### config.mk
export PLATFORM = sky130hd
export DESIGN_NAME = serial_cmd_engine_flat
export DESIGN_NICKNAME = d
export VERILOG_FILES = /design/src/rtl/serial_cmd_engine_if.sv /design/src/rtl/serial_cmd_engine.sv /design/src/flat_wrapper.sv
export SDC_FILE = /design/constraint.sdc
export NUM_CORES = 1
export LEC_CHECK = 0
export BUFFER_PORTS_ARGS = -buffer_cell sky130_fd_sc_hd__buf_4
export CAP_MARGIN = 20
export CORE_AREA = 2 2 253 155
export CTS_CLUSTER_DIAMETER = 50
export DETAILED_ROUTE_END_ITERATION = 12
export DIE_AREA = 0 0 255 157
export GPL_TIMING_DRIVEN = 0
export PLACE_DENSITY = 0.81
export SLEW_MARGIN = 5
export SYNTH_ARGS = -nofsm -noshare
export SYNTH_HDL_FRONTEND = slang
export SYNTH_SLANG_ARGS = --single-unit
export TNS_END_PERCENT = 30
### constraint.sdc
create_clock -name clk -period 4.6 [get_ports clk]
set_input_delay 0 -clock clk [delete_from_list [all_inputs] [get_ports clk]]
set_output_delay 0 -clock clk [all_outputs]
set_load 0.02 [all_outputs]
### src/rtl/serial_cmd_engine_if.sv
// UART-side byte handshake between the receiver/transmitter pair and the command engine.
// master = command engine, slave = UART pair (or bench).
interface serial_cmd_engine_if;
    logic       rx_ready;
    logic [7:0] rx_data;
    logic       tx_busy;
    logic       tx_start;
    logic [7:0] tx_data;

    modport master (
        input  rx_ready,
        input  rx_data,
        input  tx_busy,
        output tx_start,
        output tx_data
    );

    modport slave (
        output rx_ready,
        output rx_data,
        output tx_busy,
        input  tx_start,
        input  tx_data
    );
endinterface

### src/rtl/serial_cmd_engine.sv
// Byte-oriented command decoder: takes commands from the UART, drives board configuration,
// PLL phase stepping and clock switching, and streams histogram / delay-counter snapshots back.
module serial_cmd_engine #(
    parameter int NHIST      = 8,
    parameter int HIST_W     = 32,
    parameter int NDLY       = 16,
    parameter int DLY_W      = 3,
    parameter int FW_VERSION = 4,
    parameter int RX_TIMEOUT = 1000000,
    parameter int SW_CYCLES  = 8,
    parameter int SCAN_HALF  = 16
) (
    input  logic                    clk,
    input  logic                    rstn,
    serial_cmd_engine_if.master     uart,
    output logic [7:0]              readdata,
    output logic [7:0]              calibticks,
    output logic [7:0]              histostosend,
    output logic                    enable_outputs,
    output logic [2:0]              phasecounterselect,
    output logic                    phaseupdown,
    output logic                    phasestep,
    output logic                    scanclk,
    output logic                    clkswitch,
    input  logic [NHIST*HIST_W-1:0] histos,
    output logic                    resethist,
    input  logic [NDLY*DLY_W-1:0]   delaycounter,
    input  logic                    activeclock,
    output logic                    cmd_error
);

    localparam int HIST_BYTES = NHIST * HIST_W / 8;
    localparam int MAX_LEN    = (HIST_BYTES > NDLY) ? HIST_BYTES : NDLY;
    localparam int IDX_W      = $clog2(MAX_LEN + 1);
    localparam int TO_W       = $clog2(RX_TIMEOUT + 1);
    localparam int SW_W       = $clog2(SW_CYCLES + 1);
    localparam int HALF_W     = $clog2(SCAN_HALF + 1);

    typedef enum logic [3:0] {
        IDLE, ARGS, DECODE, SNAP, CLR, TX_LOAD, TX_WAIT, CLKSW, PLLSTEP
    } state_t;

    typedef enum logic [1:0] {SRC_VER, SRC_ACT, SRC_DLY, SRC_HIST} src_t;

    state_t                  state_reg, state_next;
    logic [7:0]              readdata_reg, calibticks_reg, histostosend_reg;
    logic                    enable_outputs_reg, phaseupdown_reg, phasestep_reg;
    logic                    scanclk_reg, clkswitch_reg, cmd_error_reg;
    logic [2:0]              phase_sel_reg;
    logic                    tx_start_reg;
    logic [7:0]              tx_data_reg;
    logic [1:0]              nargs_reg, arg_idx_reg;
    logic [7:0]              arg0_reg, arg1_reg;
    logic [TO_W-1:0]         to_cnt_reg;
    logic [NHIST*HIST_W-1:0] snap_reg;
    src_t                    src_reg;
    logic [IDX_W-1:0]        len_reg, idx_reg;
    logic [SW_W-1:0]         sw_cnt_reg;
    logic [7:0]              steps_reg;
    logic [HALF_W-1:0]       half_cnt_reg;
    logic [2:0]              tog_cnt_reg;

    logic                    arg_last, timeout_hit, last_byte, sw_done, half_done, step_done;
    logic [7:0]              tx_byte;
    logic [7:0]              hist_bytes [HIST_BYTES];
    logic [7:0]              dly_bytes  [NDLY];

    // Channel 0 sits in the LSBs, so the LSB-first byte stream is just the bus sliced in order.
    generate
        for (genvar gi = 0; gi < HIST_BYTES; gi++) begin : g_hist_bytes
            assign hist_bytes[gi] = snap_reg[gi*8 +: 8];
        end
        for (genvar gi = 0; gi < NDLY; gi++) begin : g_dly_bytes
            assign dly_bytes[gi] = 8'(delaycounter[gi*DLY_W +: DLY_W]);
        end
    endgenerate

    always_ff @(posedge clk or negedge rstn) begin
        if (!rstn) state_reg <= IDLE;
        else       state_reg <= state_next;
    end

    always_comb begin
        state_next = state_reg;
        case (state_reg)
            IDLE: if (uart.rx_ready) begin
                if (uart.rx_data == 8'd1 || uart.rx_data == 8'd2 || uart.rx_data == 8'd13)
                    state_next = ARGS;
                else
                    state_next = DECODE;
            end
            ARGS: begin
                if (uart.rx_ready) begin
                    if (arg_last) state_next = DECODE;
                end else if (timeout_hit) begin
                    state_next = IDLE;
                end
            end
            DECODE: begin
                case (readdata_reg)
                    8'd0, 8'd8, 8'd11: state_next = TX_LOAD;
                    8'd4:              state_next = CLKSW;
                    8'd5, 8'd12:       state_next = PLLSTEP;
                    8'd10:             state_next = SNAP;
                    8'd13:             state_next = (arg1_reg != 8'd0) ? PLLSTEP : IDLE;
                    default:           state_next = IDLE;
                endcase
            end
            SNAP:    state_next = CLR;
            CLR:     state_next = TX_LOAD;
            TX_LOAD: if (!uart.tx_busy) state_next = TX_WAIT;
            TX_WAIT: state_next = last_byte ? IDLE : TX_LOAD;
            CLKSW:   if (sw_done) state_next = IDLE;
            PLLSTEP: if (step_done && steps_reg == 8'd1) state_next = IDLE;
            default: state_next = IDLE;
        endcase
    end

    always_comb begin
        arg_last    = (arg_idx_reg + 2'd1) == nargs_reg;
        timeout_hit = to_cnt_reg == TO_W'(RX_TIMEOUT - 1);
        last_byte   = idx_reg == (len_reg - 1'b1);
        sw_done     = sw_cnt_reg == SW_W'(SW_CYCLES - 1);
        half_done   = half_cnt_reg == HALF_W'(SCAN_HALF - 1);
        step_done   = (state_reg == PLLSTEP) && half_done && (tog_cnt_reg == 3'd7);
        resethist   = state_reg == CLR;
        tx_byte     = 8'h00;
        case (src_reg)
            SRC_VER: tx_byte = 8'(FW_VERSION);
            SRC_ACT: tx_byte = {7'b0, activeclock};
            SRC_DLY: begin
                for (int i = 0; i < NDLY; i++)
                    if (idx_reg == IDX_W'(i)) tx_byte = dly_bytes[i];
            end
            default: begin
                for (int i = 0; i < HIST_BYTES; i++)
                    if (idx_reg == IDX_W'(i)) tx_byte = hist_bytes[i];
            end
        endcase
    end

    always_ff @(posedge clk or negedge rstn) begin
        if (!rstn) begin
            readdata_reg       <= 8'd0;
            calibticks_reg     <= 8'd10;
            histostosend_reg   <= 8'd0;
            enable_outputs_reg <= 1'b0;
            phase_sel_reg      <= 3'd0;
            phaseupdown_reg    <= 1'b1;
            phasestep_reg      <= 1'b0;
            scanclk_reg        <= 1'b0;
            clkswitch_reg      <= 1'b0;
            cmd_error_reg      <= 1'b0;
            tx_start_reg       <= 1'b0;
            tx_data_reg        <= 8'd0;
            nargs_reg          <= 2'd0;
            arg_idx_reg        <= 2'd0;
            arg0_reg           <= 8'd0;
            arg1_reg           <= 8'd0;
            to_cnt_reg         <= '0;
            snap_reg           <= '0;
            src_reg            <= SRC_VER;
            len_reg            <= '0;
            idx_reg            <= '0;
            sw_cnt_reg         <= '0;
            steps_reg          <= 8'd0;
            half_cnt_reg       <= '0;
            tog_cnt_reg        <= 3'd0;
        end else begin
            tx_start_reg  <= 1'b0;
            cmd_error_reg <= 1'b0;
            case (state_reg)
                IDLE: if (uart.rx_ready) begin
                    readdata_reg <= uart.rx_data;
                    arg_idx_reg  <= 2'd0;
                    to_cnt_reg   <= '0;
                    nargs_reg    <= (uart.rx_data == 8'd13) ? 2'd2 : 2'd1;
                end
                ARGS: begin
                    if (uart.rx_ready) begin
                        if (arg_idx_reg == 2'd0) arg0_reg <= uart.rx_data;
                        else                     arg1_reg <= uart.rx_data;
                        arg_idx_reg <= arg_idx_reg + 2'd1;
                        to_cnt_reg  <= '0;
                    end else if (timeout_hit) begin
                        cmd_error_reg <= 1'b1;
                    end else begin
                        to_cnt_reg <= to_cnt_reg + 1'b1;
                    end
                end
                DECODE: begin
                    idx_reg      <= '0;
                    sw_cnt_reg   <= '0;
                    half_cnt_reg <= '0;
                    tog_cnt_reg  <= 3'd0;
                    case (readdata_reg)
                        8'd0:  begin src_reg <= SRC_VER;  len_reg <= IDX_W'(1); end
                        8'd1:  calibticks_reg   <= arg0_reg;
                        8'd2:  histostosend_reg <= arg0_reg;
                        8'd3:  enable_outputs_reg <= ~enable_outputs_reg;
                        8'd4:  clkswitch_reg <= 1'b1;
                        8'd5:  begin
                            phase_sel_reg <= 3'b000;
                            steps_reg     <= 8'd1;
                            phasestep_reg <= 1'b1;
                            scanclk_reg   <= 1'b0;
                        end
                        8'd6, 8'd7: ;
                        8'd8:  begin src_reg <= SRC_ACT;  len_reg <= IDX_W'(1); end
                        8'd9:  phaseupdown_reg <= ~phaseupdown_reg;
                        8'd10: begin src_reg <= SRC_HIST; len_reg <= IDX_W'(HIST_BYTES); end
                        8'd11: begin src_reg <= SRC_DLY;  len_reg <= IDX_W'(NDLY); end
                        8'd12: begin
                            phase_sel_reg <= 3'b011;
                            steps_reg     <= 8'd1;
                            phasestep_reg <= 1'b1;
                            scanclk_reg   <= 1'b0;
                        end
                        8'd13: if (arg1_reg != 8'd0) begin
                            phase_sel_reg <= arg0_reg[2:0];
                            steps_reg     <= arg1_reg;
                            phasestep_reg <= 1'b1;
                            scanclk_reg   <= 1'b0;
                        end
                        default: cmd_error_reg <= 1'b1;
                    endcase
                end
                SNAP: snap_reg <= histos;
                TX_LOAD: if (!uart.tx_busy) begin
                    tx_start_reg <= 1'b1;
                    tx_data_reg  <= tx_byte;
                end
                TX_WAIT: idx_reg <= idx_reg + 1'b1;
                CLKSW: begin
                    if (sw_done) clkswitch_reg <= 1'b0;
                    else         sw_cnt_reg    <= sw_cnt_reg + 1'b1;
                end
                PLLSTEP: begin
                    // Eight scanclk toggles per step; phasestep covers the first six.
                    if (half_done) begin
                        half_cnt_reg <= '0;
                        scanclk_reg  <= ~scanclk_reg;
                        tog_cnt_reg  <= tog_cnt_reg + 3'd1;
                        if (tog_cnt_reg == 3'd5) phasestep_reg <= 1'b0;
                        if (tog_cnt_reg == 3'd7) begin
                            steps_reg <= steps_reg - 8'd1;
                            if (steps_reg != 8'd1) phasestep_reg <= 1'b1;
                        end
                    end else begin
                        half_cnt_reg <= half_cnt_reg + 1'b1;
                    end
                end
                default: ;
            endcase
        end
    end

    assign uart.tx_start      = tx_start_reg;
    assign uart.tx_data       = tx_data_reg;
    assign readdata           = readdata_reg;
    assign calibticks         = calibticks_reg;
    assign histostosend       = histostosend_reg;
    assign enable_outputs     = enable_outputs_reg;
    assign phasecounterselect = phase_sel_reg;
    assign phaseupdown        = phaseupdown_reg;
    assign phasestep          = phasestep_reg;
    assign scanclk            = scanclk_reg;
    assign clkswitch          = clkswitch_reg;
    assign cmd_error          = cmd_error_reg;

endmodule

### src/flat_wrapper.sv
// flat-port wrapper written by rule: the top's interface ports become plain ports
module serial_cmd_engine_flat 
#(
    parameter int NHIST      = 8,
    parameter int HIST_W     = 32,
    parameter int NDLY       = 16,
    parameter int DLY_W      = 3,
    parameter int FW_VERSION = 4,
    parameter int RX_TIMEOUT = 1000000,
    parameter int SW_CYCLES  = 8,
    parameter int SCAN_HALF  = 16
)
  (clk, rstn, readdata, calibticks, histostosend, enable_outputs, phasecounterselect, phaseupdown, phasestep, scanclk, clkswitch, histos, resethist, delaycounter, activeclock, cmd_error, uart_rx_ready, uart_rx_data, uart_tx_busy, uart_tx_start, uart_tx_data);
  serial_cmd_engine_if uart_i ();
  input  logic clk;
  input  logic rstn;
  output logic [7:0] readdata;
  output logic [7:0] calibticks;
  output logic [7:0] histostosend;
  output logic enable_outputs;
  output logic [2:0] phasecounterselect;
  output logic phaseupdown;
  output logic phasestep;
  output logic scanclk;
  output logic clkswitch;
  input  logic [NHIST*HIST_W-1:0] histos;
  output logic resethist;
  input  logic [NDLY*DLY_W-1:0] delaycounter;
  input  logic activeclock;
  output logic cmd_error;
  input wire logic [$bits(uart_i.rx_ready)-1:0] uart_rx_ready;
  input wire logic [$bits(uart_i.rx_data)-1:0] uart_rx_data;
  input wire logic [$bits(uart_i.tx_busy)-1:0] uart_tx_busy;
  output wire logic [$bits(uart_i.tx_start)-1:0] uart_tx_start;
  output wire logic [$bits(uart_i.tx_data)-1:0] uart_tx_data;
  assign uart_i.rx_ready = uart_rx_ready;
  assign uart_i.rx_data = uart_rx_data;
  assign uart_i.tx_busy = uart_tx_busy;
  assign uart_tx_start = uart_i.tx_start;
  assign uart_tx_data = uart_i.tx_data;
  serial_cmd_engine #(.NHIST(NHIST), .HIST_W(HIST_W), .NDLY(NDLY), .DLY_W(DLY_W), .FW_VERSION(FW_VERSION), .RX_TIMEOUT(RX_TIMEOUT), .SW_CYCLES(SW_CYCLES), .SCAN_HALF(SCAN_HALF)) u_core (.clk(clk), .rstn(rstn), .uart(uart_i), .readdata(readdata), .calibticks(calibticks), .histostosend(histostosend), .enable_outputs(enable_outputs), .phasecounterselect(phasecounterselect), .phaseupdown(phaseupdown), .phasestep(phasestep), .scanclk(scanclk), .clkswitch(clkswitch), .histos(histos), .resethist(resethist), .delaycounter(delaycounter), .activeclock(activeclock), .cmd_error(cmd_error));
endmodule
==> reports/summary.md <==
### Final layout
- Area growth syn-to-layout: 41.16%
- share of final-layout standard cells stronger than drive strength 1: 31.91%
- core occupancy in the finished layout: 70.14%
- final instance count without filler cells: 2911
- max reg flops: 256
- Nets: 2692
- post-route standard cell area excluding fillers: 26310 sq um

### Clock network
- clock tree root driver cell: clkbuf_16
- Skew-Pair Late Insertion Delay: 550 ps
- Bufs on Longest Clock Path: 3
- number of levels in the clock H-tree: 2
- Sink Count: 373
- clock buffer count from CTS: 39
- clock tree from TritonCTS: done
- clk slew on worst S/H paths: 80 ps

### Die
- number of core rows: 55
- die width: 255 um
- initial core utilization: 49.69%
- height of the die: 157 um
- total die area: 40040 sq um
- Placeable Area: 37500 sq um
- top-level port count: 360

### Synth
- number of library cell types mapped by synthesis: 87
- synthesized net count: 2019
- async set-or-reset flop fraction in the synthesized netlist: 100.0%
- Post-Syn Area: 18640 sq um
- sequential fraction of the synthesis area: 50.11%
- Cells after Synth: 1688
- Post-Synthesis Mean Instance Area: 11.04 sq um
- Seq cells post-synth: 373
- YS warnings: 0
- predominant post-synthesis flop cell: dfrtp_1
- number of enable flip-flop cells after synthesis: 0

### Critical path
- critical path start-end classification: flip-flop to flip-flop
- endpoint required time on the critical path: 5070 ps
- category of the worst setup path launch point: flip-flop
- Worst R2R End: u_core.uart.tx_data[1]
- arrival time reported for the critical path endpoint: 5030 ps
- Max FO, Critical Path: 10
- path depth of the worst reg2reg path: 10
- nature of the critical path endpoint: flip-flop
- minimum setup slack among reg-to-reg paths: 50 ps
- beginning of the worst register-to-register path: u_core.idx_reg[0]

### GRT
- remaining global-route overflow: 0
- via count of the first global-routing pass: 18820
- global routing usage summed across all routing layers: 38.17%
- first-pass GRT wire length: 114.2 mm
- antenna violations before repair: 3
- largest net degree at the start of global routing: 113

### Drt
- Post-Route WL: 76.97 mm
- First DRT Iteration DRCs: 2522
- DR vias/cell: 6.368
- Wirelength per Cell: 26.44 um
- post-route DRC violation count: 0
- antenna violation net count after detailed routing: 0
- number of vias in the routed layout: 18540
- detailed-router iteration count before antenna repair: 9

### Placement
- Placed Area: 22060 sq um
- Post-DP HPWL: 54.23 mm
- placed cell count: 2562
- Buffers on Ports: 358
- Placer Congestion: 1.049

### Outcome
- outcome: complete, no violations

### Power
- switching power share of the total: 33.24%
- worst ir drop on vdd: 0.3488 mV
- internal cell power: 8838 uW
- Clk network pwr share: 28.1%
- switching power: 4401 uW
- sequential share of power: 42.2%
- Power Density: 503.3 nW/um^2
- standby leakage power: 0.01167 uW
- fraction of power consumed by combinational cells: 29.7%

### Timing
- count of final hold-check violations: 0
- post-layout min period: 4551 ps
- worst slew slack as a fraction of its limit: 26.41%
- number of max-slew violations in the final report: 0
- endpoints failing setup: 0
- Post-Route Skew: 27.41 ps
- RSZ-0062 raised after global routing: false
- highest clock frequency the design can meet: 0.2197 GHz
- post-route clock period utilization: 98.94%
- sum of negative setup slack: 0 ps
- actual transition at the worst max-transition pin: 1094 ps

### Job
- Maximum Capacitance Violations: 0

### Min path
- Worst Hold Class: input port to async pin

[kinds of logic after synthesis]
| group | share of synthesized area, % |
|---|---|
| xor+xnor | 1.175 |
| flops | 50.11 |
| buf+inv | 2.679 |
| mux | 17.46 |
| fa+ha+maj | 0.9400 |
| compound gates | 13.89 |
| simple gates | 13.74 |
[critical path, cell delays in order, from the launching register on]
cell and delay, ps:
dfrtp_1 480, ha_1 350, clkbuf_1 700, nor2_1 440, nor3_1 920, nor2_1 180, a211o_1 310, a21oi_1 220
o2111ai_1 170, dlygate4sd3_1 620, nand3_1 100
[how the worst max path moves through the flow]
stage	start	endpoint	slack (ps)	depth (start not counted)
after detailed placement	u_core.idx_reg[0]	u_core.uart.tx_data[3]	30	13
after CTS	u_core.idx_reg[1]	u_core.uart.tx_data[1]	80	12
after global placement	rstn	u_core.histostosend[7]	30	1
after floorplan	u_core.idx_reg[1]	u_core.uart.tx_data[5]	1960	11
after global routing	u_core.idx_reg[1]	u_core.uart.tx_data[4]	40	10
final	u_core.idx_reg[0]	u_core.uart.tx_data[1]	50	10
[per-stage QoR]
stage | setup slack, ps | total power [uW] | hold WS (ps)
5_1_grt | 36.32 | 13720 | 55.08
3_5_place_dp | 29.76 | 9087 | 50.76
6_report | 48.76 | 13240 | 28.04
4_1_cts | 78.33 | 13020 | 1.725
3_3_place_gp | 34.80 | 8888 | 212.1
2_1_floorplan | 1964 | 7507 | -295.6
[per-layer routing]
metal / track usage, % / up-vias / part of all wire, %
li1: - / 7673 / -
met1: 50.09 / 9171 / 39
met2: 57.36 / 1373 / 44
met3: 12.80 / 319 / 12
met4: 17.46 / 0 / 5.1
met5: 0 / - / 0
[synthesized netlist by cell type, drive strengths merged (11+ instances only)]
cell type	number	area [sq um]
a31oi	17	106.4
a211o	12	105.1
or3	12	75.07
clkbuf	73	274.0
nor3	41	210.2
nand2b	18	112.6
mux2	289	3254
nor4	11	68.82
nand4	23	143.9
dfrtp	370	9259
xor2	20	175.2
a221oi	18	157.7
inv	26	97.59
a211oi	13	97.59
o221ai	17	148.9
o21ai	99	495.5
nor2	113	439.2
o211ai	14	105.1
o22ai	30	187.7
a22oi	15	112.6
and3	19	118.9
nand3	45	225.2
nand2	133	499.2
buf	21	127.6
nand3b	11	82.58
a21oi	46	230.2
ha	14	175.2
[what timing repair did]
item / CTS / global route
setup buffers: 0 / 0
endpoints found under the hold margin: 369 / 0
hold buffers: 272 / 0
setup endpoints to repair: 1 / 3
resized for setup: 1 / 6
[power groups by stage]
stage | Clock [uW] | Sequential [uW] | Combinational [uW]
after floorplan | 0 | 5240 | 2270
after global placement | 0 | 5460 | 3420
after detailed placement | 0 | 5540 | 3550
after CTS | 3730 | 5500 | 3780
after global routing | 3880 | 5680 | 4160
final | 3720 | 5590 | 3930
[cells in the final DEF, fill, tap and decap left out, types with 41 or more instances in the layout]
master | netlist | routed
nand2_1 | 133 | 133
a21oi_1 | 46 | 46
o21ai_0 | 97 | 96
dfrtp_1 | 370 | 370
nand3_1 | 45 | 45
mux2_2 | 289 | 289
buf_4 | 4 | 361
clkbuf_1 | 73 | 73
dlygate4sd3_1 | 0 | 272
nor2_1 | 111 | 110
clkbuf_16 | 0 | 41
[area by class of cell]
type / count / area [sq um]
Timing Repair Buffer: 633 / 5500
Tap cell: 513 / 641.9
Antenna cell: 7 / 17.52
Clock inverter: 21 / 391.6
Clock buffer: 50 / 1110
Sequential cell: 373 / 9338
Multi-Input combinational cell: 1195 / 8807
Fill cell: 2653 / 11200
Buffer: 93 / 401.6
Inverter: 26 / 97.59
(Power assumes the default switching activity.)
